==> src/rtl/lsu_ctrl.sv <==
// lsu_ctrl: multi-cycle load/store unit for the MEM stage.
//  Accepts one load/store per req_valid_i/req_ready_o handshake, runs it on a
//  req/gnt/rvalid data bus and returns extended load data plus exception flags
//  as a one-cycle resp_valid_o pulse.
// Ports:
//  clk, rst_n                 clock, asynchronous active-low reset
//  flush_i                    kill the current or incoming access
//  req_valid_i / req_ready_o  request handshake (ready only in IDLE)
//  ld_st_info_i               one-hot lb/lh/lw/ld/lbu/lhu/lwu/sb/sh/sw/sd
//  addr_i, wdata_i            byte address, LSB-justified store data
//  resp_valid_o, rdata_o      response pulse and extended load data
//  ld/st_misalign_o, ld/st_bus_err_o  exception flags, valid with resp_valid_o
//  bus_*                      data bus master (word-aligned addr, byte enables)
// Build option:
//  LSU_MISALIGN_SPLIT_EN      misaligned accesses run as two bus beats instead
//                             of being rejected with a misalign flag.
module lsu_ctrl #(
  parameter  int unsigned XLEN             = 64,
  localparam int unsigned LD_ST_INFO_WIDTH = 11,
  localparam int unsigned BE_W             = XLEN / 8
) (
  input  logic                        clk,
  input  logic                        rst_n,
  input  logic                        flush_i,
  input  logic                        req_valid_i,
  output logic                        req_ready_o,
  input  logic [LD_ST_INFO_WIDTH-1:0] ld_st_info_i,
  input  logic [XLEN-1:0]             addr_i,
  input  logic [XLEN-1:0]             wdata_i,
  output logic                        resp_valid_o,
  output logic [XLEN-1:0]             rdata_o,
  output logic                        ld_misalign_o,
  output logic                        st_misalign_o,
  output logic                        ld_bus_err_o,
  output logic                        st_bus_err_o,
  output logic                        bus_req_o,
  output logic                        bus_we_o,
  output logic [XLEN-1:0]             bus_addr_o,
  output logic [BE_W-1:0]             bus_be_o,
  output logic [XLEN-1:0]             bus_wdata_o,
  input  logic                        bus_gnt_i,
  input  logic                        bus_rvalid_i,
  input  logic [XLEN-1:0]             bus_rdata_i,
  input  logic                        bus_err_i
);

  localparam int unsigned OFF_W = $clog2(BE_W);

  // One-hot positions in ld_st_info_i
  localparam int unsigned LD_B  = 0;
  localparam int unsigned LD_H  = 1;
  localparam int unsigned LD_W  = 2;
  localparam int unsigned LD_D  = 3;
  localparam int unsigned LD_BU = 4;
  localparam int unsigned LD_HU = 5;
  localparam int unsigned LD_WU = 6;
  localparam int unsigned ST_B  = 7;
  localparam int unsigned ST_H  = 8;
  localparam int unsigned ST_W  = 9;
  localparam int unsigned ST_D  = 10;

  typedef enum logic [2:0] {
    IDLE  = 3'd0,
    REQ0  = 3'd1,
    WAIT0 = 3'd2,
    REQ1  = 3'd3,
    WAIT1 = 3'd4,
    RESP  = 3'd5
  } state_e;

  // Access size: 0 byte, 1 half, 2 word, 3 double
  function automatic logic [1:0] op_size(input logic [LD_ST_INFO_WIDTH-1:0] op);
    logic [1:0] sz;
    sz = 2'd0;
    if (op[LD_D] | op[ST_D])                   sz = 2'd3;
    else if (op[LD_W] | op[LD_WU] | op[ST_W])  sz = 2'd2;
    else if (op[LD_H] | op[LD_HU] | op[ST_H])  sz = 2'd1;
    else if (op[LD_B] | op[LD_BU] | op[ST_B])  sz = 2'd0;
    return sz;
  endfunction

  function automatic logic [BE_W-1:0] size_mask(input logic [1:0] sz);
    logic [BE_W-1:0] m;
    case (sz)
      2'd0:    m = BE_W'(1);
      2'd1:    m = BE_W'(3);
      2'd2:    m = BE_W'(15);
      default: m = '1;
    endcase
    return m;
  endfunction

  // Store data copied into every lane of its size
  function automatic logic [XLEN-1:0] rep_data(input logic [1:0] sz, input logic [XLEN-1:0] d);
    logic [XLEN-1:0] r;
    case (sz)
      2'd0:    r = {BE_W{d[7:0]}};
      2'd1:    r = {(BE_W/2){d[15:0]}};
      2'd2:    r = {(BE_W/4){d[31:0]}};
      default: r = d;
    endcase
    return r;
  endfunction

  function automatic logic misaligned(input logic [1:0] sz, input logic [OFF_W-1:0] off);
    logic m;
    case (sz)
      2'd0:    m = 1'b0;
      2'd1:    m = off[0];
      2'd2:    m = (off[1:0] != 2'd0);
      default: m = (off != '0);
    endcase
    return m;
  endfunction

  state_e                      state_q, state_d;
  logic [LD_ST_INFO_WIDTH-1:0] op_q, op_d;
  logic [OFF_W-1:0]            off_q, off_d;
  logic                        split_q, split_d;
  logic                        flushed_q, flushed_d;
  logic [XLEN-1:0]             beat0_q, beat0_d;
  logic [XLEN-1:0]             addr1_q, addr1_d;
  logic [BE_W-1:0]             be1_q, be1_d;
  logic [XLEN-1:0]             wdata1_q, wdata1_d;

  logic                        ready_d, resp_valid_d, bus_req_d, bus_we_d;
  logic [XLEN-1:0]             rdata_d, bus_addr_d, bus_wdata_d;
  logic [BE_W-1:0]             bus_be_d;
  logic                        ld_mis_d, st_mis_d, ld_err_d, st_err_d;

  // Incoming request decode
  logic [1:0]                  in_sz;
  logic [OFF_W-1:0]            in_off;
  logic                        in_store, in_mis;
  logic [XLEN-1:0]             in_addr_al, in_wd_rep;
  logic [2*BE_W-1:0]           in_be_wide;
  logic [2*XLEN-1:0]           in_wd_wide;

  assign in_sz      = op_size(ld_st_info_i);
  assign in_off     = addr_i[OFF_W-1:0];
  assign in_store   = |ld_st_info_i[ST_D:ST_B];
  assign in_mis     = misaligned(in_sz, in_off);
  assign in_addr_al = {addr_i[XLEN-1:OFF_W], OFF_W'(0)};
  assign in_wd_rep  = rep_data(in_sz, wdata_i);
  // Two-word window: low half is beat0, high half spills into beat1
  assign in_be_wide = {BE_W'(0), size_mask(in_sz)} << in_off;
  assign in_wd_wide = {XLEN'(0), wdata_i} << {in_off, 3'b000};

  // Load data alignment and extension
  logic                        is_store_q;
  logic [2*XLEN-1:0]           ld_wide;
  logic [XLEN-1:0]             ld_raw, ld_ext;

  assign is_store_q = |op_q[ST_D:ST_B];
  assign ld_wide    = split_q ? {bus_rdata_i, beat0_q} : {XLEN'(0), bus_rdata_i};
  assign ld_raw     = XLEN'(ld_wide >> {off_q, 3'b000});

  always_comb begin
    ld_ext = '0;
    if (op_q[LD_B])       ld_ext = {{(XLEN-8){ld_raw[7]}}, ld_raw[7:0]};
    else if (op_q[LD_H])  ld_ext = {{(XLEN-16){ld_raw[15]}}, ld_raw[15:0]};
    else if (op_q[LD_W])  ld_ext = {{(XLEN-32){ld_raw[31]}}, ld_raw[31:0]};
    else if (op_q[LD_BU]) ld_ext = {(XLEN-8)'(0), ld_raw[7:0]};
    else if (op_q[LD_HU]) ld_ext = {(XLEN-16)'(0), ld_raw[15:0]};
    else if (op_q[LD_WU]) ld_ext = {(XLEN-32)'(0), ld_raw[31:0]};
    else if (op_q[LD_D])  ld_ext = ld_raw;
  end

  // Next-state and next-output logic
  always_comb begin
    state_d      = state_q;
    op_d         = op_q;
    off_d        = off_q;
    split_d      = split_q;
    flushed_d    = flushed_q;
    beat0_d      = beat0_q;
    addr1_d      = addr1_q;
    be1_d        = be1_q;
    wdata1_d     = wdata1_q;
    bus_we_d     = bus_we_o;
    bus_addr_d   = bus_addr_o;
    bus_be_d     = bus_be_o;
    bus_wdata_d  = bus_wdata_o;
    rdata_d      = '0;
    ld_mis_d     = 1'b0;
    st_mis_d     = 1'b0;
    ld_err_d     = 1'b0;
    st_err_d     = 1'b0;
    ready_d      = 1'b0;
    resp_valid_d = 1'b0;
    bus_req_d    = 1'b0;

    case (state_q)
      IDLE: begin
        // flush_i blocks a same-cycle request
        if (req_valid_i && !flush_i) begin
          op_d        = ld_st_info_i;
          off_d       = in_off;
          split_d     = 1'b0;
          flushed_d   = 1'b0;
          bus_we_d    = in_store;
          bus_addr_d  = in_addr_al;
          bus_be_d    = in_be_wide[BE_W-1:0];
          bus_wdata_d = in_mis ? in_wd_wide[XLEN-1:0] : in_wd_rep;
          addr1_d     = in_addr_al + XLEN'(BE_W);
          be1_d       = in_be_wide[2*BE_W-1:BE_W];
          wdata1_d    = in_wd_wide[2*XLEN-1:XLEN];
          if (in_mis) begin
`ifdef LSU_MISALIGN_SPLIT_EN
            split_d = 1'b1;
            state_d = REQ0;
`else
            state_d  = RESP;
            ld_mis_d = !in_store;
            st_mis_d = in_store;
`endif
          end else begin
            state_d = REQ0;
          end
        end
      end

      REQ0, REQ1: begin
        // A granted beat must still be drained even if flushed this cycle
        if (bus_gnt_i) begin
          state_d   = (state_q == REQ0) ? WAIT0 : WAIT1;
          flushed_d = flush_i;
        end else if (flush_i) begin
          state_d = IDLE;
        end
      end

      WAIT0, WAIT1: begin
        flushed_d = flushed_q | flush_i;
        if (bus_rvalid_i) begin
          if (flushed_q || flush_i) begin
            state_d = IDLE;
          end else if (bus_err_i) begin
            state_d  = RESP;
            ld_err_d = !is_store_q;
            st_err_d = is_store_q;
          end else if (state_q == WAIT0 && split_q) begin
            state_d     = REQ1;
            beat0_d     = bus_rdata_i;
            bus_addr_d  = addr1_q;
            bus_be_d    = be1_q;
            bus_wdata_d = wdata1_q;
          end else begin
            state_d = RESP;
            rdata_d = is_store_q ? XLEN'(0) : ld_ext;
          end
        end
      end

      RESP: state_d = IDLE;

      default: state_d = IDLE;
    endcase

    ready_d      = (state_d == IDLE);
    resp_valid_d = (state_d == RESP);
    bus_req_d    = (state_d == REQ0) || (state_d == REQ1);
  end

  // State and registered outputs
  always_ff @(posedge clk or negedge rst_n) begin
    if (!rst_n) begin
      state_q       <= IDLE;
      op_q          <= '0;
      off_q         <= '0;
      split_q       <= 1'b0;
      flushed_q     <= 1'b0;
      beat0_q       <= '0;
      addr1_q       <= '0;
      be1_q         <= '0;
      wdata1_q      <= '0;
      req_ready_o   <= 1'b1;
      resp_valid_o  <= 1'b0;
      rdata_o       <= '0;
      ld_misalign_o <= 1'b0;
      st_misalign_o <= 1'b0;
      ld_bus_err_o  <= 1'b0;
      st_bus_err_o  <= 1'b0;
      bus_req_o     <= 1'b0;
      bus_we_o      <= 1'b0;
      bus_addr_o    <= '0;
      bus_be_o      <= '0;
      bus_wdata_o   <= '0;
    end else begin
      state_q       <= state_d;
      op_q          <= op_d;
      off_q         <= off_d;
      split_q       <= split_d;
      flushed_q     <= flushed_d;
      beat0_q       <= beat0_d;
      addr1_q       <= addr1_d;
      be1_q         <= be1_d;
      wdata1_q      <= wdata1_d;
      req_ready_o   <= ready_d;
      resp_valid_o  <= resp_valid_d;
      rdata_o       <= rdata_d;
      ld_misalign_o <= ld_mis_d;
      st_misalign_o <= st_mis_d;
      ld_bus_err_o  <= ld_err_d;
      st_bus_err_o  <= st_err_d;
      bus_req_o     <= bus_req_d;
      bus_we_o      <= bus_we_d;
      bus_addr_o    <= bus_addr_d;
      bus_be_o      <= bus_be_d;
      bus_wdata_o   <= bus_wdata_d;
    end
  end

endmodule

==> config.mk <==
export PLATFORM = sky130hd
export DESIGN_NAME = lsu_ctrl
export DESIGN_NICKNAME = d
export VERILOG_FILES = /design/src/rtl/lsu_ctrl.sv
export SDC_FILE = /design/constraint.sdc
export NUM_CORES = 1
export LEC_CHECK = 0
export CORE_UTILIZATION = 50
export DETAILED_ROUTE_END_ITERATION = 8
export PLACE_DENSITY_LB_ADDON = 0.08
export SYNTH_ARGS = -nofsm -noshare
export SYNTH_HDL_FRONTEND = slang
export SYNTH_SLANG_ARGS = --single-unit
==> constraint.sdc <==
create_clock -name clk -period 4.99 [get_ports clk]
set_input_delay 0.998 -clock clk [delete_from_list [all_inputs] [get_ports clk]]
set_output_delay 0.998 -clock clk [all_outputs]
set_load 0.02 [all_outputs]
==> results of run 1 <==
==> critical path, cell delays in order <==
cell and delay [ps]:
sky130_fd_sc_hd__clkdlybuf4s50_1 470, sky130_fd_sc_hd__nor2_1 240, sky130_fd_sc_hd__and3_4 780, sky130_fd_sc_hd__nand2_1 610, sky130_fd_sc_hd__o2111ai_1 400, sky130_fd_sc_hd__nor3b_1 250
==> layout make-up <==
cell class                 instances  area (um2)  area share [%]
multi-input combinational       1106        7010            38.5
sequential                       223        5590            30.7
timing repair buffer             439        4330            23.8
clock buffer                      32         692            3.80
tap                              335         419            2.30
clock inverter                    13         160           0.879
inverter                           5        18.8           0.103
antenna                            2        5.00          0.0275
==> registers in the layout (all words and copies together) (netlist names), 3 cells and up <==
signal	flops
bus_addr_o	61
state_q	3
op_q	11
bus_be_o	8
rdata_o	64
bus_wdata_o	64
off_q	3
==> metal layers <==
layer | GRT usage [%] | vias to the layer above | share of wire (%)
met5 | 0 | - | 0
met4 | 20.9 | 0 | 6.3
met3 | 4.82 | 183 | 9.0
met2 | 60.5 | 866 | 48
met1 | 44.4 | 6330 | 36
li1 | - | 5854 | -
==> through the flow <==
stage          total power, mW  utilization (%)  instances
6_report                  9.16             70.4       2155
5_1_grt                   9.63             70.3       2154
4_1_cts                   9.17             70.3       2153
3_5_place_dp              7.21             67.0       2108
3_3_place_gp              7.15             67.0       2108
2_1_floorplan             5.33                -       1464
==> power by group through the flow <==
stage	registers, mW	clock network [mW]	logic, mW
3_5_place_dp	2.85	0	4.36
6_report	2.84	1.93	4.40
2_1_floorplan	3.35	0	1.99
3_3_place_gp	2.84	0	4.31
5_1_grt	2.91	2.02	4.70
4_1_cts	2.83	1.95	4.39
==> path summary, 6_finish.rpt <==
path / end / slack (ps) / cells past startpoint
worst max-delay path: resp_valid_o / 1640 / 6
min in group asynchronous: bus_addr_o[34] / 540 / 1
worst min register to register: bus_wdata_o[7] / 470 / 2
worst max register to register: resp_valid_o / 1960 / 5
worst min-delay path: bus_wdata_o[7] / 470 / 2
max in group asynchronous: rdata_o[28] / 3410 / 2
==> kinds of logic (layout without fill, tap and decap cells) <==
kind of cell	Yosys count	count (layout)
flops	223	223
buf+inv	135	489
compound gates	336	336
simple gates	612	612
mux	154	154
xor+xnor	1	1
other cells	1	5
==> synth_stat cells (3+ instances only) <==
cell,instances
sky130_fd_sc_hd__a21oi_2,10
sky130_fd_sc_hd__a22oi_1,5
sky130_fd_sc_hd__a31oi_1,25
sky130_fd_sc_hd__a22o_1,3
sky130_fd_sc_hd__o2bb2ai_1,8
sky130_fd_sc_hd__a221o_1,14
sky130_fd_sc_hd__nor3_1,23
sky130_fd_sc_hd__buf_2,17
sky130_fd_sc_hd__or3_1,6
sky130_fd_sc_hd__nor2_1,117
sky130_fd_sc_hd__buf_6,4
sky130_fd_sc_hd__buf_4,8
sky130_fd_sc_hd__a2bb2oi_1,11
sky130_fd_sc_hd__a221oi_1,18
sky130_fd_sc_hd__nand3b_1,4
sky130_fd_sc_hd__nor2b_1,18
sky130_fd_sc_hd__buf_1,17
sky130_fd_sc_hd__o32ai_1,3
sky130_fd_sc_hd__o211ai_1,6
sky130_fd_sc_hd__o22ai_1,14
sky130_fd_sc_hd__o22a_1,6
sky130_fd_sc_hd__a211o_1,6
sky130_fd_sc_hd__clkbuf_1,83
sky130_fd_sc_hd__or2_2,4
sky130_fd_sc_hd__mux2_2,49
sky130_fd_sc_hd__nand2_1,377
sky130_fd_sc_hd__and2_1,9
sky130_fd_sc_hd__a21oi_1,88
sky130_fd_sc_hd__o21ai_0,74
sky130_fd_sc_hd__mux2i_1,60
sky130_fd_sc_hd__dfrtp_1,222
sky130_fd_sc_hd__o21a_1,7
sky130_fd_sc_hd__inv_1,5
sky130_fd_sc_hd__mux4_2,44
sky130_fd_sc_hd__a211oi_1,11
sky130_fd_sc_hd__o21ba_2,10
sky130_fd_sc_hd__and3_1,4
sky130_fd_sc_hd__nand3_1,35
sky130_fd_sc_hd__nand4_1,5
==> cell usage in the layout, fill, tap and decap left out, drive strengths merged, types with 5 or more instances in the layout <==
master,instances
clkdlybuf4s50,410
nand2,377
dfrtp,222
nor2,117
a21oi,98
o21ai,75
mux2i,60
mux2,50
mux4,44
nand3,36
clkbuf,32
buf,29
a31oi,25
nor3,24
nor2b,18
a221oi,18
o22ai,14
a221o,14
a211oi,11
a2bb2oi,11
o21ba,10
and2,9
o2bb2ai,8
o21a,7
clkinv,7
o211ai,6
or3,6
a211o,6
o22a,6
inv,6
nand4,5
a22oi,5
==> results by stage, run 1 <==
Timing:
- The worst pin sits at a relative slew slack of 30.7%.
- Setup total negative slack on the finished layout was measured at 0 ps.
- Subtracting the final worst setup slack from the clock period gives 3350 ps.
- Setup violations remaining at the end of the flow were counted as 0.
- The final hold violation count is 0.
- In the finished design, the share of the clock period the worst path needs comes to 67.2%.
- The worst-case clock skew is 16.4 ps.
- For the pin with the worst max-slew slack, the measured transition is 1040 ps.
- The maximum operating frequency is 298 MHz.
- The count of pins over their slew limit is 0.
- Setup repair after global routing left no endpoint under its margin.
- The final hold slack is 470 ps.
- The final worst-path setup slack is 1640 ps.

Global route:
- Entering global routing, the biggest net connects 110 pins.
- The initial antenna violation count is 1.
- The via count of the first global-routing pass is 12600.
- After global routing the overflow that remains totals 0.
- Global routing used 36.0% of the available tracks.
- The first-pass GRT wire length is 73.5 mm.

Critical path:
- The critical path is of the in -> reg type.
- The worst setup path is captured at a flip-flop.
- For the worst setup path, the data required time is 5440 ps.
- In this run the worst setup path begins at flush_i.
- Data arrives at the worst endpoint at 3810 ps.
- STA classifies the critical path startpoint as a primary input.
- The largest fanout on the critical path is 76.
- The startpoint of the worst-slack reg-to-reg timing path is state_q[1].

Place:
- Buffers placed on the I/O ports in this run total 414.
- The setup slack after placement is 1150 ps.
- Routability-driven placement finished with a final weighted congestion of 0.984.
- The standard cell area after detailed placement is 17400 um2.
- The half-perimeter wire length after detailed placement is 35.4 mm.

Pwr:
- The sequential fraction of design power is 31.0%.
- The switching power total is 3.68 mW.
- Of the total power, the share spent switching nets is 40.1%.
- The share of total power dissipated in the clock network is 21.0%.
- VDD sags by at most 0.374 mV.
- Combinational logic is responsible for 48.0% of the overall power.
- Cell internal power was estimated by the tool at 5.49 mW.
- The leakage power is 7.72 nW.
- For this design the ratio of total power to cell area is 503 nW/um2.

Routing:
- The number of remaining DRC errors is 0.
- Dividing the detail-routed wire length by the instance count gives 22.9 um.
- Once detail routing completed, the nets flagged for antenna violations numbered 0.
- The pre-antenna-repair detailed-routing pass consisted of 5 iterations.
- The DRC marker count from the first detailed-route iteration is 1597.
- For this block, the routed nets add up to 49.4 mm of wire.
- Across all layers, the routed design uses 13200 vias.
- The vias per cell is 6.14.

Synthesis:
- The cell taking the most area after synthesis is sky130_fd_sc_hd__dfrtp_1.
- The portion of synthesized area spent on multiplexers is 16.4%.
- By area, the combinational part of the netlist is dominated by simple AND/OR/NAND/NOR gates.
- Summed over its instances, the top area cell type makes up 42.2% of the synthesized netlist area.
- The commonest register cell after synthesis is sky130_fd_sc_hd__dfrtp_1.
- After Yosys synthesis, full adders, half adders and majority gates account for 0% of the synthesized area.
- Summing the areas of all and, or, nand and nor instances in the mapped netlist gives 19.4% of the synthesized area.
- The synthesized netlist occupies a cell area of 13200 um2.
- The number of instances in the synthesized netlist is 1462.
- Synthesis inferred 223 register bits.
- Dividing the synthesized area by the synthesized cell count gives 9.00 um2.
- The post-synthesis cell type count is 68.
- The synthesized netlist devotes 17.1% of its cell area to compound gates.
- The synthesized design contains 0 enable-type register cells.
- The number of synthesis warnings is 0.
- Of all flip-flops after synthesis, the portion carrying an async set or reset was 100%.
- Ranked by total cell area, the synthesized netlist is headed by sky130_fd_sc_hd__dfrtp_1 (42%), sky130_fd_sc_hd__nand2_1 (11%), sky130_fd_sc_hd__mux4_2 (7.5%).
- The post-synthesis sequential area ratio is 42.4%.
- After Yosys synthesis, XOR and XNOR cells account for 0.0666% of the synthesized area.

Run status:
- The run finished with clean final reports.

Layout:
- The post-route netlist has 11.3% of its cells at a drive strength greater than 1.
- The net total in the final layout is 2010.
- The post-layout instance area is 18200 um2.
- The area growth from synthesis to layout is 38.6%.
- The number of filler instances in the final layout is 2040.

Die:
- The initial utilization of the core area, before any placement, comes to 50.8%.
- The floorplan step set the die height to 164 um.
- From left edge to right edge, the die measures 164 um.
- The full die area is 27000 um2.
- The initialized floorplan defines 59 standard-cell rows.
- 418 I/O pins were placed.
- The region available for standard cell placement spans 25900 um2.

Clocking:
- The number of H-tree levels is 1.
- The later pin in the worst-skew pair is clocked with a latency of 540 ps.
- The master cell of the clock root buffer is sky130_fd_sc_hd__clkbuf_16.
- Buffers inserted to repair hold after CTS numbered 0.
- The post-cts sizing count is 0.
- TritonCTS built the clock tree.
- In this run, CTS created clock tree buffers numbering 25.
- The longest clock path from root to sink contains 3 buffers.
- The clock-pin slew reported for the worst setup and hold paths after clock tree synthesis is 60 ps.
- The number of clock sinks seen by CTS is 223.
- Post-CTS timing repair inserted 0 buffers for setup.

Job:
- The number of max-cap violations is 0.

Worst hold path:
- In this run the most critical hold path is launched from bus_wdata_o[7].
- The path class of the lowest-slack min-delay path is reg -> reg.
Note: power is estimated with default switching activity, not from simulation.
==> run 2: changes to the inputs <==
--- a/config.mk
+++ b/config.mk
@@ -5,7 +5,7 @@
 export SDC_FILE = /design/constraint.sdc
 export NUM_CORES = 1
 export LEC_CHECK = 0
-export CORE_UTILIZATION = 50
+export CORE_UTILIZATION = 43
 export DETAILED_ROUTE_END_ITERATION = 8
 export PLACE_DENSITY_LB_ADDON = 0.08
 export SYNTH_ARGS = -nofsm -noshare
==> constraint.sdc (replaced) <==
create_clock -name clk -period 2.9 [get_ports clk]
set_input_delay 0.58 -clock clk [delete_from_list [all_inputs] [get_ports clk]]
set_output_delay 0.58 -clock clk [all_outputs]
set_load 0.02 [all_outputs]
==> run 2 against run 1 <==
  * Power rose by 76%
  * Flip-flop and latch count did not move
  * Clock skew fell by 8.6 ps
  * Global-route usage fell by 4.0 points
  * Sequential share of layout area fell by 1.2 points
  * Critical path type unchanged
  * Critical endpoint is now bus_wdata_o[40]
  * Largest power group unchanged
==> results by stage, run 2 (same netlist as run 1, synthesis figures left out) <==
Place:
- The setup slack after placement was 34.3 ps (-1110 ps).
- The half-perimeter wire length after detailed placement came to 38.4 mm (+8.7%).
- The count of input and output buffers is 414 (unchanged).
- The final weighted congestion in routability-driven placement was 1.03 (+4.5%).

Die:
- The count of standard-cell rows is 63 (+6.8%).
- The height of the die is 177 um (+7.7%).
- The total core area is 29900 um2 (+15%).
- The horizontal die dimension is 177 um (+7.7%).
- The initial cell density of the core is 44.0% (-6.7 points).
- The top-level port count is 418 (unchanged).
- The full die area is 31300 um2 (+16%).

Layout:
- The number of filler instances in the final layout is 2499 (+23%).
- The core occupancy in the finished layout is 63.5% (-6.9 points).
- The register area is 5590 um2 (unchanged).
- The area growth from synthesis to layout is 44.2%.
- The commonest non-fill, non-tap cell in the layout is sky130_fd_sc_hd__clkdlybuf4s50_1.
- The footprint of the multi-input gates was 7010 um2 (unchanged).
- The top cell types in the final layout, fill and taps aside, are sky130_fd_sc_hd__clkdlybuf4s50_1 (410), sky130_fd_sc_hd__nand2_1 (377), sky130_fd_sc_hd__dfrtp_1 (219).
- The layout cell share with drive strength beyond 1 is 13.9% (+2.6 points).
- The net total in the final layout was 2068 (+2.9%).
- The largest registers in the layout are bus_wdata_o: 64 flops, rdata_o: 64 flops, bus_addr_o: 61 flops.

Critical path:
- The type of the setup path with the least slack is in -> reg.
- The largest stage delay on the critical path is 670 ps (-110 ps).
- The largest fanout on the critical path came to 11 (-86%).
- STA classifies the critical path endpoint as a flip-flop.
- The data arrival at the endpoint of the critical path is 2830 ps (-980 ps).
- The most frequent cell on the critical path is sky130_fd_sc_hd__nand2_1.
- The worst setup path is launched from a primary input.
- The required time of the worst setup path is 3310 ps (-2130 ps).
- The depth of the most critical reg-to-reg path came to 6 (+1).
- Walking the worst path, the cells encountered are clkdlybuf4s50_1, o21ai_0, nand2_1, nand2_1, a221oi_1, nor2_1.
- The slowest stage of the critical path is the sky130_fd_sc_hd__clkdlybuf4s50_1 cell.

Clocking:
- The clock-pin slew reported for the worst setup and hold paths after clock tree synthesis was 60 ps (about the same).
- The clock latency on the worst-skew pair is 540 ps (about the same).
- The count of hold buffers inserted by post-cts repair was 0 (unchanged).
- The CTS tree is built.
- The maximum buffer depth of the clock tree is 3 (unchanged).
- The number of clock sinks seen by CTS came to 223 (unchanged).
- The post-cts sizing count is 0 (unchanged).
- The count of buffers added by post-CTS timing repair for setup was 0 (unchanged).
- The number of H-tree levels came to 1 (unchanged).
- The TritonCTS buffer count is 26 (+4.0%).
- The root buffer cell chosen for the clock tree is sky130_fd_sc_hd__clkbuf_16.

Routing:
- The total wire length was 51.2 mm (+3.6%).
- The first-pass iteration count of the detailed router was 7 (+2).
- The per-cell routed wire length is 22.6 um (-1.6%).
- The number of remaining DRC errors is 0 (unchanged).
- The DRC marker count from the first detailed-route iteration is 1162 (-27%).
- The vias per cell is 5.78 (-5.9%).
- Signal routing reaches up to met5.
- The count of nets left with antenna violations after detail routing is 0 (unchanged).
- The detailed-routed wire length on met3 is 4.33 mm (-2.3%).
- The detailed-routing wirelength on met1 is 18.8 mm (+4.4%).
- The total met2 wirelength after detailed routing is 25.8 mm (+7.9%).
- The total via count in the routed design is 13100 (-0.99%).

Global route:
- The sum of overflow across all layers after global routing is 0 (unchanged).
- The first-pass GRT wire length is 76.0 mm (+3.4%).
- The via count of the first global-routing pass is 12700 (+0.72%).
- The maximum number of pins on one net before global-route repair was 89 (-19%).
- The initial antenna violation count was 4 (+3).
- The overall track demand over capacity in global routing is 32.1% (-4.0 points).

Timing:
- The actual transition at the worst max-transition pin was 763 ps (-277 ps).
- The number of setup violations in the final report is 0 (unchanged).
- The count of pins over their slew limit came to 0 (unchanged).
- The final period demand of the worst path is 2420 ps.
- Setup repair after global routing left no endpoint under its margin.
- In the finished design, the share of the clock period the worst path needs comes to 83.5%.
- The final hold violation count was 0 (unchanged).
- The final sum of negative setup slack is 0 ps (unchanged).
- The final worst-path setup slack came to 478 ps (-1160 ps).
- The worst slew margin relative to its limit is 49.2% (+18 points).
- The maximum operating frequency is 413 MHz.
- The worst-case clock skew is 7.79 ps (-8.61 ps).

Worst hold path:
- The min-delay analysis places its worst path in the category in -> async.

Job:
- The number of max-cap violations is 0 (unchanged).

Pwr:
- The power per unit of standard cell area is 852 nW/um2 (+69%).
- The peak supply drop was 0.518 mV (+39%).
- The leakage power is 8.10 nW (+4.8%).

Run status:
- The run finished with clean final reports.
## run 2: path summary, 6_finish.rpt
| kind | from | to | slack, ps |
|---|---|---|---|
| setup / recovery | ld_st_info_i[10] | bus_wdata_o[40] | 480 |
| hold / removal | rst_n | rdata_o[3] | 0.3 |
| setup reg to reg | off_q[2] | rdata_o[43] | 530 |
| hold reg to reg | bus_be_o[7] | bus_be_o[7] | 460 |
| max in group asynchronous | rst_n | req_ready_o | 2090 |
| min in group clk | bus_be_o[7] | bus_be_o[7] | 460 |
## run 2: metrics by stage
| step | cells | area (um2) | hold slack, ps | total power [mW] |
|---|---|---|---|---|
| after floorplan | 1464 | 13200 | 284 | 9.18 |
| after global routing | 2265 | 19000 | 30.1 | 17.0 |
| after global placement | 2220 | 18000 | 453 | 12.5 |
| final | 2268 | 19000 | 0.305 | 16.2 |
| after detailed placement | 2220 | 18000 | 456 | 12.6 |
| after CTS | 2265 | 19000 | 11.2 | 16.2 |
## run 2: area by class of cell
type,count,share of cell area [%]
timing repair buffer,496,26.0
tap,390,2.57
antenna,3,0.0396
multi-input combinational,1106,37.0
inverter,5,0.0990
clock buffer,36,3.95
clock inverter,9,0.937
sequential,223,29.5
## run 2: critical path: cells and delay by family
family,cells,cell delay [ps]
compound gates,2,720
buf+inv,1,670
simple gates,3,860
## run 2: report_power, final
group	switching (mW)	internal, mW	total [mW]
logic	4.25	3.52	7.77
clock network	1.31	2.24	3.55
registers	0.720	4.11	4.84
## run 2: per-layer routing
layer	global-route usage [%]	vias up
li1	-	5978
met1	37.6	6268
met2	56.4	715
met3	6.51	137
met4	14.2	4
met5	0	-
==> variant 1, RTL diff (config.mk and constraints of run 1) <==
`rdata_o` no longer has a reset.
--- a/src/rtl/lsu_ctrl.sv
+++ b/src/rtl/lsu_ctrl.sv
@@ -277,5 +277,4 @@
       req_ready_o   <= 1'b1;
       resp_valid_o  <= 1'b0;
-      rdata_o       <= '0;
       ld_misalign_o <= 1'b0;
       st_misalign_o <= 1'b0;
@@ -299,5 +298,4 @@
       req_ready_o   <= ready_d;
       resp_valid_o  <= resp_valid_d;
-      rdata_o       <= rdata_d;
       ld_misalign_o <= ld_mis_d;
       st_misalign_o <= st_mis_d;
@@ -312,4 +310,8 @@
   end
 
+  always_ff @(posedge clk) begin
+    rdata_o <= rdata_d;
+  end
+
 endmodule
 
Function: not settled (the Yosys comparison gave no result); the edit may change what the design does.
==> variant 1 against run 1 <==
Wire length increased by 0.55%. Via count up 3.8%. Setup slack worse by 0.26 ns. Clock skew decreased by 0.0035 ns. Power increased by 0.30%. Synthesized area decreased by 2.5%. Sequential cell count unchanged. Final area down 2.2%. Maximum frequency down 7.2%.
==> variant 1: results (changes against run 1) <==
The leakage component of the power was 0.00725 uW (-6.1%). The share of synthesized registers carrying an async set or reset came to 71.3% (-29 points). The count of input and output buffers was 414 (unchanged). The starting DRC count in detailed routing is 1583 (-0.88%). The global-route total usage across every layer was 37.0% (+1.0 points). The count of distinct cell types in the synthesized netlist came out at 65 (-4.4%). The clock-pin slew on the worst setup and hold paths is 0.06 ns (about the same). The wire length reported by the detailed router came out at 49.7 mm (+0.55%).

After synthesis, the most frequently instantiated cells are 358 x sky130_fd_sc_hd__nand2_1, 158 x sky130_fd_sc_hd__dfrtp_1, 128 x sky130_fd_sc_hd__o21ai_0. The half-perimeter wire length after placement is 35.2 mm (-0.33%). The initial antenna violation count came to 0 (-1).

The relative slew slack came out at 18.2% (-13 points). The data arrival time of the worst path came out at 3.98 ns (+0.17 ns). The later-pin clock latency in the skew report came out at 0.52 ns (-0.02 ns).

The net count reported at finish was 2087 (+3.8%). The number of cells upsized or downsized after cts was 0 (unchanged). The via count is 13700 (+3.8%). The placed standard-cell area came out at 17000 um2 (-2.2%). The post-CTS setup buffer count came to 0 (unchanged). The effective utilization at floorplan came out at 50.9% (+0.14 points). The last weighted congestion value of the routability-driven placer came out at 1.02 (+3.3%).

The global-route wire length before repair is 74.6 mm (+1.4%). In the post-synthesis netlist, the biggest area contributors are sky130_fd_sc_hd__dfrtp_1 31%, sky130_fd_sc_hd__nand2_1 10%, sky130_fd_sc_hd__dfxtp_1 10%. The worst clock skew is 0.0129 ns (-0.00348 ns). The pin count of the biggest net entering global routing came out at 102 (-7.3%). In the final layout, the registers with the most flip-flops are bus_wdata_o x64, rdata_o x64, bus_addr_o x61. The peak ir drop on the vdd network was 0.354 mV (-5.2%).

The via count of the first global-routing pass is 12700 (+0.50%). The root buffer cell chosen for the clock tree is sky130_fd_sc_hd__clkbuf_16. The maximum net fanout on the critical path came out at 25 (-67%). The sequential-to-total area share from yosys stat came out at 41.0% (-1.4 points). The maximum clock insertion buffer count was 3 (unchanged).

The fraction of final layout cells sized beyond drive strength 1 is 7.23% (-4.1 points). The number of synthesis warnings is 0 (unchanged). The worst slack at placement came out at 0.900 ns (-0.246 ns). The antenna diode count is 0 (-2). The number of detailed-routing iterations run before antenna repair was 6 (+1). The maximum level of the CTS H-tree is 1 (unchanged). The path type of the worst min-delay path is reg2reg. The TritonCTS buffer count came out at 25 (unchanged). The switching power of the nets is 3850 uW (+4.7%). The run finished with clean final reports.
==> variant 1: power groups by stage <==
stage | Clock (uW) | Sequential [uW] | Combinational [uW]
6_report | 1830 | 2840 | 4520
5_1_grt | 1930 | 2900 | 4850
4_1_cts | 1850 | 2830 | 4490
3_5_place_dp | 0 | 2850 | 4470
3_3_place_gp | 0 | 2840 | 4410
2_1_floorplan | 0 | 3320 | 2080
==> variant 1: worst max-delay path, stage by stage <==
cell and delay (ns):
sky130_fd_sc_hd__clkdlybuf4s50_1 0.47, sky130_fd_sc_hd__or3_1 0.39, sky130_fd_sc_hd__buf_4 0.21, sky130_fd_sc_hd__o31a_1 0.49
sky130_fd_sc_hd__or2_1 0.74, sky130_fd_sc_hd__buf_4 0.37, sky130_fd_sc_hd__a31oi_1 0.21, sky130_fd_sc_hd__o21ai_0 0.10
==> variant 1: cell type report <==
type                            instances  area [um2]
Fill cell                            1996        7360
Sequential cell                       223        5260
Timing Repair Buffer                  445        4370
Clock buffer                           37         763
Inverter                               10        37.5
Clock inverter                          9        65.1
Tap cell                              330         413
Multi-Input combinational cell       1172        6910
==> variant 1: logic make-up after synthesis <==
family / after synthesis / synth area share (%)
other cells: 1 / 0.0292
simple gates: 608 / 20.0
xor+xnor: 1 / 0.0683
compound gates: 450 / 22.3
mux: 110 / 11.2
flops: 223 / 41.0
buf+inv: 166 / 5.33
==> variant 1: metrics by stage <==
stage,hold WS (ns),std cells
finish,0.471,2226
global route,0.490,2226
CTS,0.475,2226
detailed placement,0.461,2180
global placement,0.454,2180
floorplan,0.437,1561
==> variant 1: routing by layer <==
| metal | track usage (%) | vias to the layer above | routed length, um |
|---|---|---|---|
| met5 | 0 | - | 0 |
| met4 | 21.9 | 0 | 3140 |
| met3 | 6.05 | 172 | 4850 |
| met2 | 59.3 | 955 | 23200 |
| met1 | 47.3 | 6444 | 18600 |
| li1 | - | 6168 | - |
==> variant 1: worst paths after layout <==
| path | startpoint | to | slack [ns] | cells past startpoint |
|---|---|---|---|---|
| max in group asynchronous | rst_n | req_ready_o$_DFF_PN1_ | 3.34 | 2 |
| max | ld_st_info_i[5] | bus_wdata_o[21]$_DFFE_PN0P_ | 1.38 | 8 |
| min | bus_addr_o[9]$_DFFE_PN0P_ | bus_addr_o[9]$_DFFE_PN0P_ | 0.47 | 2 |
| min reg2reg | bus_addr_o[9]$_DFFE_PN0P_ | bus_addr_o[9]$_DFFE_PN0P_ | 0.47 | 2 |
| max reg2reg | off_q[0]$_DFFE_PN0P_ | rdata_o[52]$_SDFF_PP0_ | 1.66 | 7 |
| min in group asynchronous | rst_n | bus_addr_o[14]$_DFFE_PN0P_ | 0.60 | 1 |
==> variant 2, RTL diff (flow settings as in run 1) <==
Made on the original files. Build with the macro `LSU_MISALIGN_SPLIT_EN` defined.
--- a/src/rtl/lsu_ctrl.sv
+++ b/src/rtl/lsu_ctrl.sv
@@ -15,4 +15,6 @@
 //  LSU_MISALIGN_SPLIT_EN      misaligned accesses run as two bus beats instead
 //                             of being rejected with a misalign flag.
+`define LSU_MISALIGN_SPLIT_EN
+
 module lsu_ctrl #(
   parameter  int unsigned XLEN             = 64,
Function: not settled (the Yosys comparison gave no result); the edit may change what the design does.
==> variant 2 against run 1 <==
Wire length up 75%. Die area increased by 89%. Setup slack got worse by 0.16 ns. Synthesized area is 91% higher. Critical endpoint is now rdata_o[44]$_DFF_PN0_. Hold slack lost 0.069 ns. Final area up 71%. Sequential cell count up 187. Via count up 73%. Power rose by 98%. Clock skew fell by 0.0040 ns. First-iteration DRC count up 51%.
==> variant 2: results (changes against run 1) <==
The detail-routed net length per standard cell is 24.0 um (+4.7%). The later-pin clock latency in the skew report is 0.60 ns (+0.06 ns). The adder-cell share of the synthesized area is 0.0499% (+0.050 points). On the critical path, the stage with the largest delay is an instance of sky130_fd_sc_hd__a311o_2. The pin count of the biggest net entering global routing came to 126 (+15%). The number of clock buffer instances in the layout is 71 (+120%). The largest registers in the layout are beat0_q x64, bus_wdata_o x64, rdata_o x64.

Sorting the synthesized cells by area gives the leading types as sky130_fd_sc_hd__dfrtp_1 41%, sky130_fd_sc_hd__mux2i_1 7.8%, sky130_fd_sc_hd__mux4_2 7.4%. The count of fill cells added during filler insertion came out at 4169 (+100%). The reg-to-reg setup timing slack came out at 1.64 ns (-0.32 ns). The critical path endpoint is rdata_o[44]$_DFF_PN0_.

The starting DRC count in detailed routing came out at 2411 (+51%). The maximum level of the CTS H-tree is 2 (+1). The routed metal-1 wirelength came out at 36.8 mm (+100%). The share of synthesized area spent on multiplexers is 19.5% (+3.1 points). The flow ran to the end, and the final reports show no timing, DRC or antenna violations. The half-perimeter wire length after placement was 60.0 mm (+70%). The net count reported at finish came out at 3104 (+54%).

The sequential cell count is 410 (+84%). The antenna diode count came out at 5 (+3). The fraction of power spent switching nets came out at 41.0% (+0.90 points). The fraction of final layout cells sized beyond drive strength 1 came to 13.1% (+1.8 points). The area share of xor/xnor cells in the synthesized design is 1.15% (+1.1 points). The fraction of met2 tracks used by global routing is 49.9% (-11 points).

The share of the synthesized area in compound gates (AO/OA/AOI/OAI) came to 15.5% (-1.7 points). The data arrival time of the worst path is 4.02 ns (+0.21 ns). The number of ordinary and repair buffers in the finished layout came out at 466 (+6.2%).

The buffering overhead is 14.8% (-9.0 points). The leakage component of the power is 0.0130 uW (+68%). The number of placed cells counting well taps came out at 3508 (+66%).
==> variant 2: cell types whose count changed in the layout (fill, tap and decap cells not counted), moves of 50 or more <==
cell / delta
sky130_fd_sc_hd__nor2_1: +106
sky130_fd_sc_hd__o21ai_0: +50
sky130_fd_sc_hd__dfrtp_1: +187
sky130_fd_sc_hd__mux2i_1: +136
sky130_fd_sc_hd__a31oi_1: +89
sky130_fd_sc_hd__nor3_1: +50
==> variant 2: critical path: cells and delay by family <==
family	cells	cell delay, ns
AND/OR/NAND/NOR	3	1.33
AO/OA/AOI/OAI	1	0.79
buffers and inverters	2	0.87
==> variant 2: stage by stage <==
stage	power (uW)	area (um2)	worst slack, ns
after floorplan	11300	25100	1.97
after global placement	14200	29500	1.01
after detailed placement	14300	29500	0.932
after CTS	18100	31200	1.53
after global routing	19200	31200	1.26
final	18200	31200	1.47
